--- src/rtl/cpu_defs_pkg.sv ---
// Shared CPU constants and bus layouts used by the fetch stage and its neighbours.
package cpu_defs_pkg;
  localparam logic [31:0] RESET_PC_M4     = 32'h1bff_fffc;
  localparam int          BR_BUS_WD       = 33;
  localparam int          FS_TO_DS_BUS_WD = 64;

  typedef struct packed {
    logic        taken;
    logic [31:0] target;
  } br_bus_t;

  typedef struct packed {
    logic [31:0] pc;
    logic [31:0] inst;
  } fs_to_ds_t;
endpackage

--- src/rtl/if_stage_if.sv ---
// Fetch-stage boundary: decode handshake, branch redirect and instruction SRAM port.
interface if_stage_if;
  logic                                    ds_allowin;
  logic [cpu_defs_pkg::BR_BUS_WD-1:0]       br_bus;
  logic                                    fs_to_ds_valid;
  logic [cpu_defs_pkg::FS_TO_DS_BUS_WD-1:0] fs_to_ds_bus;
  logic                                    inst_sram_en;
  logic                                    inst_sram_we;
  logic [31:0]                             inst_sram_addr;
  logic [31:0]                             inst_sram_wdata;
  logic [31:0]                             inst_sram_rdata;

  modport master (
    input  ds_allowin, br_bus, inst_sram_rdata,
    output fs_to_ds_valid, fs_to_ds_bus,
    output inst_sram_en, inst_sram_we, inst_sram_addr, inst_sram_wdata
  );

  modport slave (
    output ds_allowin, br_bus, inst_sram_rdata,
    input  fs_to_ds_valid, fs_to_ds_bus,
    input  inst_sram_en, inst_sram_we, inst_sram_addr, inst_sram_wdata
  );
endinterface

--- src/rtl/if_inst_buf.sv ---
// Stall buffer: holds the SRAM word while decode is blocked, since the SRAM
// read data is only valid for the single cycle after a request.
module if_inst_buf (
  input  logic        clk,
  input  logic        reset,
  input  logic        capture,
  input  logic        clear,
  input  logic [31:0] din,
  output logic        buf_valid,
  output logic [31:0] inst_buf
);
  logic        buf_valid_q, buf_valid_d;
  logic [31:0] inst_buf_q, inst_buf_d;

  always_comb begin
    buf_valid_d = buf_valid_q;
    inst_buf_d  = inst_buf_q;
    // A new request always wins; capture only the first stalled word.
    if (clear) begin
      buf_valid_d = 1'b0;
    end else if (capture && !buf_valid_q) begin
      buf_valid_d = 1'b1;
      inst_buf_d  = din;
    end
  end

  always_ff @(posedge clk or posedge reset) begin
    if (reset) begin
      buf_valid_q <= 1'b0;
      inst_buf_q  <= 32'h0;
    end else begin
      buf_valid_q <= buf_valid_d;
      inst_buf_q  <= inst_buf_d;
    end
  end

  assign buf_valid = buf_valid_q;
  assign inst_buf  = inst_buf_q;
endmodule

--- src/rtl/if_stage.sv ---
// Instruction fetch stage: PC generation, SRAM request, branch redirect and
// single-entry stall buffering toward decode.
module if_stage
  import cpu_defs_pkg::*;
(
  input  logic        clk,
  input  logic        reset,
  if_stage_if.master  fs
);
  br_bus_t     br;
  fs_to_ds_t   fs_out;
  logic        fs_valid_q, fs_valid_d;
  logic [31:0] fs_pc_q, fs_pc_d;
  logic [31:0] seq_pc, nextpc;
  logic        to_fs_valid, fs_ready_go, fs_allowin, sram_en;
  logic        buf_capture, buf_valid;
  logic [31:0] inst_buf, fs_inst;

  assign fs_ready_go = 1'b1;

  always_comb begin
    br          = fs.br_bus;
    seq_pc      = fs_pc_q + 32'd4;
    nextpc      = br.taken ? br.target : seq_pc;
    to_fs_valid = ~reset;
    // A taken branch always redirects, even when decode is stalled.
    fs_allowin  = ~fs_valid_q | (fs_ready_go & fs.ds_allowin) | br.taken;
    sram_en     = to_fs_valid & fs_allowin;
    buf_capture = fs_valid_q & ~fs.ds_allowin & ~br.taken;
    fs_valid_d  = fs_valid_q;
    fs_pc_d     = fs_pc_q;
    if (sram_en) begin
      fs_valid_d = 1'b1;
      fs_pc_d    = nextpc;
    end
  end

  always_ff @(posedge clk or posedge reset) begin
    if (reset) begin
      fs_valid_q <= 1'b0;
      fs_pc_q    <= RESET_PC_M4;
    end else begin
      fs_valid_q <= fs_valid_d;
      fs_pc_q    <= fs_pc_d;
    end
  end

  if_inst_buf u_inst_buf (
    .clk       (clk),
    .reset     (reset),
    .capture   (buf_capture),
    .clear     (sram_en),
    .din       (fs.inst_sram_rdata),
    .buf_valid (buf_valid),
    .inst_buf  (inst_buf)
  );

  assign fs_inst     = buf_valid ? inst_buf : fs.inst_sram_rdata;
  assign fs_out.pc   = fs_pc_q;
  assign fs_out.inst = fs_inst;

  assign fs.fs_to_ds_valid  = fs_valid_q & fs_ready_go & ~br.taken;
  assign fs.fs_to_ds_bus    = fs_out;
  assign fs.inst_sram_en    = sram_en;
  assign fs.inst_sram_we    = 1'b0;
  assign fs.inst_sram_addr  = nextpc;
  assign fs.inst_sram_wdata = 32'h0;
endmodule
--- src/flat_wrapper.sv ---
// flat-port wrapper written by rule: the top's interface ports become plain ports
module if_stage_flat import cpu_defs_pkg::*;
  (clk, reset, fs_ds_allowin, fs_br_bus, fs_inst_sram_rdata, fs_fs_to_ds_valid, fs_fs_to_ds_bus, fs_inst_sram_en, fs_inst_sram_we, fs_inst_sram_addr, fs_inst_sram_wdata);
  if_stage_if fs_i ();
  input  logic clk;
  input  logic reset;
  input wire logic [$bits(fs_i.ds_allowin)-1:0] fs_ds_allowin;
  input wire logic [$bits(fs_i.br_bus)-1:0] fs_br_bus;
  input wire logic [$bits(fs_i.inst_sram_rdata)-1:0] fs_inst_sram_rdata;
  output wire logic [$bits(fs_i.fs_to_ds_valid)-1:0] fs_fs_to_ds_valid;
  output wire logic [$bits(fs_i.fs_to_ds_bus)-1:0] fs_fs_to_ds_bus;
  output wire logic [$bits(fs_i.inst_sram_en)-1:0] fs_inst_sram_en;
  output wire logic [$bits(fs_i.inst_sram_we)-1:0] fs_inst_sram_we;
  output wire logic [$bits(fs_i.inst_sram_addr)-1:0] fs_inst_sram_addr;
  output wire logic [$bits(fs_i.inst_sram_wdata)-1:0] fs_inst_sram_wdata;
  assign fs_i.ds_allowin = fs_ds_allowin;
  assign fs_i.br_bus = fs_br_bus;
  assign fs_i.inst_sram_rdata = fs_inst_sram_rdata;
  assign fs_fs_to_ds_valid = fs_i.fs_to_ds_valid;
  assign fs_fs_to_ds_bus = fs_i.fs_to_ds_bus;
  assign fs_inst_sram_en = fs_i.inst_sram_en;
  assign fs_inst_sram_we = fs_i.inst_sram_we;
  assign fs_inst_sram_addr = fs_i.inst_sram_addr;
  assign fs_inst_sram_wdata = fs_i.inst_sram_wdata;
  if_stage u_core (.clk(clk), .reset(reset), .fs(fs_i));
endmodule
--- config.mk ---
export PLATFORM = sky130hd
export DESIGN_NAME = if_stage_flat
export DESIGN_NICKNAME = d
export VERILOG_FILES = /design/src/rtl/cpu_defs_pkg.sv /design/src/rtl/if_stage_if.sv /design/src/rtl/if_inst_buf.sv /design/src/rtl/if_stage.sv /design/src/flat_wrapper.sv
export SDC_FILE = /design/constraint.sdc
export NUM_CORES = 1
export LEC_CHECK = 0
export CAP_MARGIN = 10
export CORE_ASPECT_RATIO = 0.6
export CORE_MARGIN = 4
export CORE_UTILIZATION = 40
export CTS_CLUSTER_SIZE = 16
export DETAILED_ROUTE_END_ITERATION = 8
export PLACE_DENSITY = 0.9
export SYNTH_ARGS = -nofsm -noshare
export SYNTH_HDL_FRONTEND = slang
export SYNTH_SLANG_ARGS = --single-unit
--- constraint.sdc ---
create_clock -name clk -period 3.5 [get_ports clk]
set_input_delay 0.7 -clock clk [delete_from_list [all_inputs] [get_ports clk]]
set_output_delay 0.7 -clock clk [all_outputs]
set_load 0.01 [all_outputs]
# == Yosys cells after proc, flatten, opt, wreduce, memory -nomap -nowiden ==
# Index checks and enable logic that the tools add are counted.
# classes
n_addsub,1
mux,4
bitwise_logic,11
reduce_logical,4
# ops
cell,count
two-way mux 32 bit,2
adder 32 x 3 -> 32 bit (second input constant),1
inverter 1 bit,5
AND 1 bit,4
two-way mux 1 bit,2
OR 1 bit,2
AND reduction 2 bit,1
nonzero test 2 bit,1
logical AND 1 bit,1
logical NOT 1 bit,1
# totals
reg_bits,66
inputBits,68
out_inout_bits,131
wordCells,24

# == Logic depth before layout (Yosys ltp) ==
# Gate-level depths: netlist of the first run.
# logic_depth
word_depth,6
ltp_mapped,8
ltp_nobuf,5

# == Modules after synthesis ==
# From an unflattened synthesis of the first run, not the netlist that was laid out.
# unflattened
hier_cells,475
hier_area_um2,4596.9
# modules_own_cells
module,instances,cells_per_inst,area_per_inst_um2,seq_area_each_um2
if_stage,1,403,3347.0,858.3
if_inst_buf,1,72,1249.9,825.8

# == Worst setup path after synthesis of the first run ==
# No wires, ideal clock.
# synth_timing
path_kind,input-to-reg
start,input reset
end,register u_core.fs_pc_q[24]
setup_time_ns,0.074
t_arrival_ns,3.496
required_ns,3.426
setup_slack_ns,-0.070
path_stages,5
n_path_buf,1
path_cell_list,inv_1 > clkbuf_1 > and3_1 > nand4_1 > nand4_1
# synth_between
elab_chain_cells,2
# synth_rtl
element,line,text
from (decl),flat_wrapper.sv:6,input logic reset;
inverter 1 bit,if_stage.sv:25,to_fs_valid = ~reset;
AND 1 bit,if_stage.sv:28,sram_en = to_fs_valid & fs_allowin;
to (signal assigned),if_stage.sv:44,fs_pc_q <= fs_pc_d;
to (decl),if_stage.sv:13,"logic [31:0] fs_pc_q, fs_pc_d;"
# No other way between the ends.
# A chain may end at the register's enable or synchronous reset.

# == Worst setup path after layout of the first run ==
# layout_timing
start,register u_core.fs_pc_q[2]
end,output fs_inst_sram_addr[31]
# layout_between
elab_chain_cells,2
# layout_rtl
element,line,text
adder 32 x 3 -> 32 bit,if_stage.sv:23,seq_pc = fs_pc_q + 32'd4;
two-way mux 32 bit,if_stage.sv:24,nextpc = br.taken ? br.target : seq_pc;
to (decl),flat_wrapper.sv:14,output wire logic [$bits(fs_i.inst_sram_addr)-1:0] fs_inst_sram_addr;
# No other way between the ends.

==> summary by stage, run 1 <==
Critical path
The data required time at the worst endpoint is 2.80 ns. Walking the worst path, the cells encountered are buf_4 -> nand3_2 -> or4_4 -> o31a_1 -> o31a_1 -> clkdlybuf4s50_1. The largest fanout of any net on the critical path is 5.

The worst setup path is launched from a flop. The delay of the slowest critical-path stage is 0.56 ns. The kind of cell adding the most delay to the critical path is simple AND/OR/NAND/NOR gates. STA classifies the critical path endpoint as an output port. The worst register-to-register path has a depth of 6.

Together, buffers and inverters on the worst path number 2. The start-to-end type of the worst setup path is flop to output port. The arrival time of data at the critical path endpoint is 2.72 ns. The start of the worst register-to-register path is u_core.fs_pc_q[4]$_DFFE_PP1P_. The most numerous cell type found on the critical path is sky130_fd_sc_hd__o31a_1. Among all stages on the critical path, the largest delay is contributed by sky130_fd_sc_hd__dfstp_2. The endpoint of the worst register-to-register path is u_core.fs_pc_q[19]$_DFFE_PP1P_. Across all register-to-register paths, the minimum setup slack is 1.40 ns.

Global route
The initial antenna violation count came to 0. The global-route wire length before repair is 25600 um. The all-layer global routing usage is 0.230. The via count of the first global-routing pass is 4795. The total overflow left after global routing is 0. The largest net degree at the start of global routing is 82.

Clock tree
The clock-pin transition on the worst setup and hold timing paths is 0.06 ns. The clock insertion delay at the later pin of the skew report is 0.33 ns. The H-tree generated during clock tree synthesis spans 3 levels. The clock net in this run drives a total of 66 sinks. TritonCTS built the clock tree. The maximum count of clock buffers along a single path is 2. The number of buffers inserted during clock tree synthesis is 9. The clock root buffer master is sky130_fd_sc_hd__clkbuf_16.

Finish
The final net count is 765. The most frequent standard cell in the layout excluding fill and tap cells is sky130_fd_sc_hd__clkdlybuf4s50_1. The fraction of final layout cells sized beyond drive strength 1 is 0.231. In the layout the commonest cells are 159 x sky130_fd_sc_hd__clkdlybuf4s50_1, 72 x sky130_fd_sc_hd__mux2_2, 40 x sky130_fd_sc_hd__nand2_1, 40 x sky130_fd_sc_hd__dfrtp_1, 36 x sky130_fd_sc_hd__buf_4.

From synthesis to final layout, the design area changed by 46.6%. The diode insertion count for antenna repair is 0.

Timing
Setup repair after global routing left no endpoint under its margin. The pin slew with the least headroom to its limit is 0.991 ns. The final hold slack is 0.482 ns. The post-route setup TNS is 0 ns. The share of the clock period used by the worst path is 0.976.

Setup violations remaining at the end of the flow were counted as 0. Subtracting the final worst setup slack from the clock period gives 3.42 ns. The worst setup skew after layout is 0.0106 ns. The remaining max-slew budget at the tightest pin is 0.339.

Derived from the worst setup path, the maximum achievable clock frequency is 293 MHz. The number of max-slew violations in the final report is 0. The number of hold-slack violations in the final timing report was 0.

Route
The routed layout has 4885 vias. The first routing iteration left 451 violations. Once detail routing completed, the nets flagged for antenna violations numbered 0.

After detailed routing, the number of remaining DRC violations is 0. The detailed-route wire length per cell is 19.0 um. The number of optimization iterations in the first detailed-route pass is 5. Dividing the detail-routed via count by the number of cells gives 5.67. The routed design has 16400 um of wire.

Logic synthesis
Yosys mapped a number of flops with a built-in enable equal to 0. The share of flip-flops with an asynchronous set or reset after synthesis is 1.00. The number of warnings issued by yosys is 0. The count of state elements after synthesis is 66.

The area of the mapped netlist is 4810 sq um. The number of distinct standard cells referenced by the synthesized netlist is 56. In the synthesized netlist the dominant register cell turns out to be sky130_fd_sc_hd__dfrtp_1. Synthesis handed over a netlist of 520 instances. Averaged over all synthesized cells, the footprint is 9.24 sq um. The share of the Yosys chip area taken by registers is 0.350.

Place
The placed wire-length estimate after detailed placement is 12300 um. The routability congestion estimate from global placement is 0.883. The count of buffers added on input and output ports is 165.

Outcome
The run finished with clean final reports.

Floorplanning
From bottom edge to top edge, the die measures 92.9 um. The die covers 13900 sq um. After floorplanning, the core was sized to cover 11500 sq um. The horizontal extent of the die is 150 um. The number of top-level design ports is 199. For this configuration, the core starts out at a cell density of 0.417.

The floorplan has 30 rows.

Hold path
For hold timing, the worst endpoint is u_core.fs_pc_q[3]$_DFFE_PP1P_. The kind of path behind the tightest hold check is flop to flop. In this run the most critical hold path is launched from u_core.fs_pc_q[3]$_DFFE_PP1P_. The worst hold path was traced through 2 stages.

Power
The worst vdd rail ir drop is 261 uV. The total power density per cell area is 470 nW/um^2. The leakage power total is 2.77 nW.

Job
The number of max-cap violations is 0.
flip-flops by register name, indices dropped and copies added (netlist names):
| register | cells |
|---|---|
| u_core.fs_pc_q | 32 |
| u_core.u_inst_buf.inst_buf | 32 |
| u_core.fs_valid_q | 1 |
| u_core.u_inst_buf.buf_valid | 1 |
final cells by class:
type                    instances  area, sq um
clock inverters                 7          124
flip-flops and latches         66         1680
clock buffers                   9          225
inverters                      12         46.3
fillers                       984         4480
repair buffers                203         1960
multi-input cells             404         2810
well taps                     160          200
per-stage QoR:
| stage | power [mW] | util | area, sq um | cells | worst slack (ns) |
|---|---|---|---|---|---|
| after floorplan | 1.67 | - | 4930 | 552 | 0.665 |
| after global placement | 2.19 | 0.574 | 6620 | 835 | 0.188 |
| after detailed placement | 2.24 | 0.574 | 6620 | 835 | 0.166 |
| after CTS | 3.31 | 0.607 | 6990 | 854 | 0.0225 |
| after global routing | 3.47 | 0.612 | 7050 | 861 | 0.0195 |
| final | 3.31 | 0.612 | 7050 | 861 | 0.0846 |
how the worst max path moves through the flow:
| stage | start | endpoint | cells past startpoint | slack (ns) |
|---|---|---|---|---|
| 3_3_place_gp | u_core.fs_pc_q[2]$_DFFE_PP1P_ | fs_inst_sram_addr[30] | 6 | 0.19 |
| 3_5_place_dp | u_core.fs_pc_q[4]$_DFFE_PP1P_ | fs_inst_sram_addr[21] | 6 | 0.17 |
| 2_1_floorplan | u_core.fs_pc_q[2]$_DFFE_PP1P_ | fs_inst_sram_addr[30] | 5 | 0.66 |
| 6_report | u_core.fs_pc_q[2]$_DFFE_PP1P_ | fs_inst_sram_addr[31] | 6 | 0.08 |
| 5_1_grt | u_core.fs_pc_q[4]$_DFFE_PP1P_ | fs_inst_sram_addr[17] | 8 | 0.02 |
| 4_1_cts | u_core.fs_pc_q[18]$_DFFE_PP1P_ | fs_inst_sram_addr[31] | 6 | 0.02 |
synth_stat cells, types with 2 or more instances:
library cell / count / share of area
sky130_fd_sc_hd__mux2_2: 72 / 0.17
sky130_fd_sc_hd__dfrtp_1: 40 / 0.21
sky130_fd_sc_hd__nand2_1: 40 / 0.031
sky130_fd_sc_hd__buf_4: 34 / 0.053
sky130_fd_sc_hd__o21ai_0: 27 / 0.028
sky130_fd_sc_hd__dfstp_2: 26 / 0.14
sky130_fd_sc_hd__nor2_1: 25 / 0.020
sky130_fd_sc_hd__clkbuf_1: 22 / 0.017
sky130_fd_sc_hd__nor3_1: 22 / 0.023
sky130_fd_sc_hd__nand3_1: 21 / 0.022
sky130_fd_sc_hd__nand4_1: 16 / 0.021
sky130_fd_sc_hd__inv_1: 11 / 0.0086
sky130_fd_sc_hd__o31a_1: 11 / 0.020
sky130_fd_sc_hd__a21oi_1: 9 / 0.0094
sky130_fd_sc_hd__buf_2: 9 / 0.0094
sky130_fd_sc_hd__and4_1: 8 / 0.015
sky130_fd_sc_hd__nor4_1: 8 / 0.010
sky130_fd_sc_hd__or3_1: 8 / 0.010
sky130_fd_sc_hd__and3_1: 7 / 0.0091
sky130_fd_sc_hd__a221o_1: 6 / 0.012
sky130_fd_sc_hd__nor2b_1: 6 / 0.0078
sky130_fd_sc_hd__or4_1: 6 / 0.0094
sky130_fd_sc_hd__xor2_1: 6 / 0.011
sky130_fd_sc_hd__a22oi_1: 5 / 0.0078
sky130_fd_sc_hd__buf_1: 5 / 0.0039
sky130_fd_sc_hd__nand2b_1: 5 / 0.0065
sky130_fd_sc_hd__o2bb2ai_1: 5 / 0.0091
sky130_fd_sc_hd__a311oi_1: 4 / 0.0073
sky130_fd_sc_hd__a31oi_1: 4 / 0.0052
sky130_fd_sc_hd__mux2_1: 4 / 0.0094
sky130_fd_sc_hd__nor3b_1: 4 / 0.0062
sky130_fd_sc_hd__o211ai_1: 4 / 0.0062
sky130_fd_sc_hd__a211oi_1: 3 / 0.0047
sky130_fd_sc_hd__a21o_1: 3 / 0.0047
sky130_fd_sc_hd__and2_1: 3 / 0.0039
sky130_fd_sc_hd__o21a_1: 3 / 0.0047
sky130_fd_sc_hd__o31ai_1: 3 / 0.0047
sky130_fd_sc_hd__xnor2_1: 3 / 0.0055
sky130_fd_sc_hd__a221oi_1: 2 / 0.0036
sky130_fd_sc_hd__a311o_1: 2 / 0.0042
sky130_fd_sc_hd__a41oi_1: 2 / 0.0036
sky130_fd_sc_hd__nand3b_1: 2 / 0.0031
power breakdown:
part | internal [mW] | switching (mW)
registers | 0.951 | 0.153
clock network | 0.702 | 0.363
logic | 0.640 | 0.502
total | 2.29 | 1.02
kinds of logic after synthesis:
logic type | after synthesis | share of synthesized area
and+or+nand+nor | 188 | 0.216
AOI/OAI and AO/OA | 96 | 0.141
buffers and inverters | 82 | 0.0929
muxes | 77 | 0.180
DFF | 66 | 0.350
xor gates and xnor gates | 9 | 0.0164
adders and majority gates | 1 | 0.00260
other | 1 | 0.000780
metal layers:
layer / up-vias / track usage / part of all wire
met1: 2360 / 0.310 / 0.41
met4: 0 / 0.0465 / 0.011
met2: 269 / 0.370 / 0.47
met5: - / 0 / 0
met3: 27 / 0.0680 / 0.11
li1: 2229 / - / -
tightest hold or removal path, cell delays in order, from the launching register on:
cell                      delay, ns
sky130_fd_sc_hd__dfstp_2       0.38
sky130_fd_sc_hd__nand2_1       0.05
sky130_fd_sc_hd__nand2_1       0.05
timing repair:
item / CTS / global route
hold buffers: 0 / 0
endpoints found under the setup margin: 6 / 14
pin swaps: 1 / 3
hold endpoints to repair: 0 / 0
setup buffers: 3 / 7
resized for setup: 4 / 3
(Power assumes the default switching activity.)
==> inputs of run 2 (changes only) <==
SETUP_SLACK_MARGIN = 0.1   (was default)
==> run 2 against run 1 <==
Against the previous run: die area stayed put; critical path type unchanged; routed wire length rose by 0.86%; clock skew is 0.00067 ns lower; largest power group unchanged; sequential power barely moved; via count grew 0.14%; clock power about the same.
==> summary by stage, run 2 (synthesis results as in run 1) <==
Clock tree
For the worst-skew pair, the clock arrives at the later sink with an insertion delay of 0.33 ns. Clock-pin slew was measured on the worst setup and hold paths at 0.06 ns. The number of levels the H-tree was split into is 3. Buffers inserted during clock tree synthesis total 9. CTS placed an instance of sky130_fd_sc_hd__clkbuf_16 at the clock tree root. The CTS tree is built. The maximum count of clock buffers along a single path is 2.

The clock sink count is 66. For this design, the CTS-stage hold fixing added 0 buffers.

Floorplanning
The overall die area is 13900 sq um. The die is 150 um wide. From bottom edge to top edge, the die measures 92.9 um. The number of top-level design ports is 199. The floorplan has 30 rows. The initial utilization of the core area, before any placement, comes to 0.417.

The core outline area is 11500 sq um.

Power
Of the total power, combinational logic draws 0.344. The share of total power dissipated in sequential elements is 0.335. The switching share of total power is 0.307. The total power density per cell area is 466 nW/um^2. The worst vdd rail ir drop is 258 uV. The post-layout total power is 3.30 mW. For this design the static power due to leakage is 2.85 nW. The internal portion of the total power is 2.29 mW. The switching power of the nets is 1.01 mW.

The share of total power dissipated in the clock network is 0.321.

Route
After detailed routing, the average wire length per cell comes to 19.1 um. The first routing iteration left 517 violations. The routed layout has 4892 vias. The remaining routing DRC violations is 0.

The final wirelength is 16500 um. The number of optimization iterations in the first detailed-route pass is 6. Using the TritonRoute via totals, the vias-per-cell ratio works out to 5.68. In this run the remaining antenna-violating nets after routing total 0.

Finish
Leaving out fill and tap cells, the most frequent cell in the layout is sky130_fd_sc_hd__clkdlybuf4s50_1. The post-route standard cell area excluding fillers is 7090 sq um. The final net count is 766.

Leaving out fill and tap cells, the most frequent cells in the layout are 150 x sky130_fd_sc_hd__clkdlybuf4s50_1, 72 x sky130_fd_sc_hd__mux2_2, 40 x sky130_fd_sc_hd__nand2_1, 40 x sky130_fd_sc_hd__dfrtp_1, 37 x sky130_fd_sc_hd__buf_4. The final standard cell utilization of the core is 0.615. Of the cells placed in the final design, the portion with a size suffix greater than 1 is 0.242.

0 antenna diodes ended up in the layout. The number of standard cells in the layout, taps in and fillers out is 862. The layout overhead on the synthesized area is 47.4%.

Timing
The number of max-slew violations in the final report is 0. Based on the critical path, the design can be clocked at up to 301 MHz. Setup violations remaining at the end of the flow were counted as 0. The worst setup skew after layout is 0.00996 ns. The number of hold-slack violations in the final timing report is 0.

Setup repair after global routing left no endpoint under its margin. The share of the clock period used by the worst path is 0.948. The remaining max-slew budget at the tightest pin is 0.339. The minimum clock period after layout is 3.32 ns. The post-route setup TNS is 0 ns.

The pin slew with the least headroom to its limit is 0.991 ns.

Critical path
STA puts the critical path data required time at 2.80 ns. The start-to-end type of the worst setup path is flop to output port. Traced cell by cell, the critical path runs through buf_4 -> nand4_1 -> buf_4 -> nor4_4 -> buf_4 -> nand3_1 -> nand3_1 -> clkdlybuf4s50_1. Along the worst path, the maximum fanout reaches 9. The arrival time of data at the critical path endpoint is 2.62 ns.

The worst register-to-register path begins at u_core.fs_pc_q[2]$_DFFE_PP1P_. The register-to-register setup slack is 1.39 ns. The worst setup path is captured at an output port. The startpoint type of the worst setup path is a flop.

In this run the critical register-to-register path is captured at u_core.fs_pc_q[28]$_DFFE_PP1P_. The cell with the largest stage delay on the worst path is sky130_fd_sc_hd__clkdlybuf4s50_1. The number of cells on the worst reg-to-reg path is 6. The delay of the slowest critical-path stage is 0.54 ns. The cell that appears most often on the critical path is sky130_fd_sc_hd__buf_4.

Hold path
The kind of path behind the tightest hold check is flop to flop. The path with the worst hold slack has its endpoint at u_core.fs_pc_q[3]$_DFFE_PP1P_. The number of cells traversed by the worst hold path is 2. The worst hold path begins at u_core.fs_pc_q[3]$_DFFE_PP1P_.

Place
The count of input and output buffers is 165. The routability congestion estimate from global placement is 0.883. Summed over all nets, the half-perimeter wirelength after detailed placement is 12300 um. The total placed instance area is 6620 sq um. In this run, placement finished with an instance count of 835.

Global route
The global-route wire length before repair is 25600 um. The via count of the first global-routing pass was 4810. The global-route congestion overflow total is 0. For this run, the total global-route usage over all layers was measured as 0.231. Entering global routing, the biggest net connects 82 pins. The initial antenna violation count is 0.

Outcome
The run finished with clean final reports.

Job
Max-cap violations in this run came to 0.
## run 2: cell types whose count changed in the layout (fill, tap and decap cells not counted)
cell and delta:
sky130_fd_sc_hd__nor4_1 -1, sky130_fd_sc_hd__clkbuf_2 +2, sky130_fd_sc_hd__nor4_2 +1, sky130_fd_sc_hd__clkdlybuf4s50_1 -9, sky130_fd_sc_hd__nor3_2 +3, sky130_fd_sc_hd__buf_4 +1
sky130_fd_sc_hd__nor2_1 -1, sky130_fd_sc_hd__nor3_1 -3, sky130_fd_sc_hd__dlymetal6s2s_1 +7, sky130_fd_sc_hd__nor2_2 +1
## run 2: worst max-delay path: cells and delay by family, from the launching register on
kind                   cells  cell delay (ns)
buffers and inverters      4             1.11
flip-flops                 1             0.53
AND/OR/NAND/NOR            4             0.65
## run 2: how the worst max path moves through the flow
stage                                   startpoint                    end  slack [ns]  cells past startpoint
CTS                 u_core.fs_pc_q[10]$_DFFE_PP1P_  fs_inst_sram_addr[16]        0.07                      6
floorplan            u_core.fs_pc_q[2]$_DFFE_PP1P_  fs_inst_sram_addr[30]        0.66                      5
global placement     u_core.fs_pc_q[2]$_DFFE_PP1P_  fs_inst_sram_addr[30]        0.19                      6
detailed placement   u_core.fs_pc_q[4]$_DFFE_PP1P_  fs_inst_sram_addr[21]        0.17                      6
finish              u_core.fs_pc_q[10]$_DFFE_PP1P_  fs_inst_sram_addr[23]        0.18                      8
global route        u_core.fs_pc_q[10]$_DFFE_PP1P_  fs_inst_sram_addr[24]        0.07                      8
## run 2: metal layers
metal	share of wire	global-route usage	wire length, um
met1	0.41	0.310	6830
met2	0.47	0.372	7780
met3	0.11	0.0680	1740
met4	0.0091	0.0465	151
met5	0	0	0
## run 2: area by class of cell
type	count	area, sq um
Clock buffer	9	225
Clock inverter	7	124
Fill cell	980	4440
Inverter	12	46.3
Multi-Input combinational cell	404	2830
Sequential cell	66	1680
Tap cell	160	200
Timing Repair Buffer	204	1970
## run 2: power by group through the flow
stage                     Clock (mW)  Sequential [mW]  Combinational (mW)
after floorplan                    0             1.09               0.572
after global placement             0             1.09                1.10
after detailed placement           0             1.11                1.12
after CTS                       1.08             1.10                1.13
after global routing            1.12             1.13                1.22
final                           1.06             1.10                1.13
## run 2: metrics by stage
step                setup WS, ns  hold WS (ns)
finish                     0.181         0.483
global placement           0.188         0.461
global route              0.0668         0.501
detailed placement         0.166         0.473
floorplan                  0.665         0.452
CTS                       0.0703         0.486
## run 2: what timing repair did
action,CTS,global route
setup endpoints to repair,15,17
pin swaps,2,3
resized for setup,7,20
buffers inserted,6,5
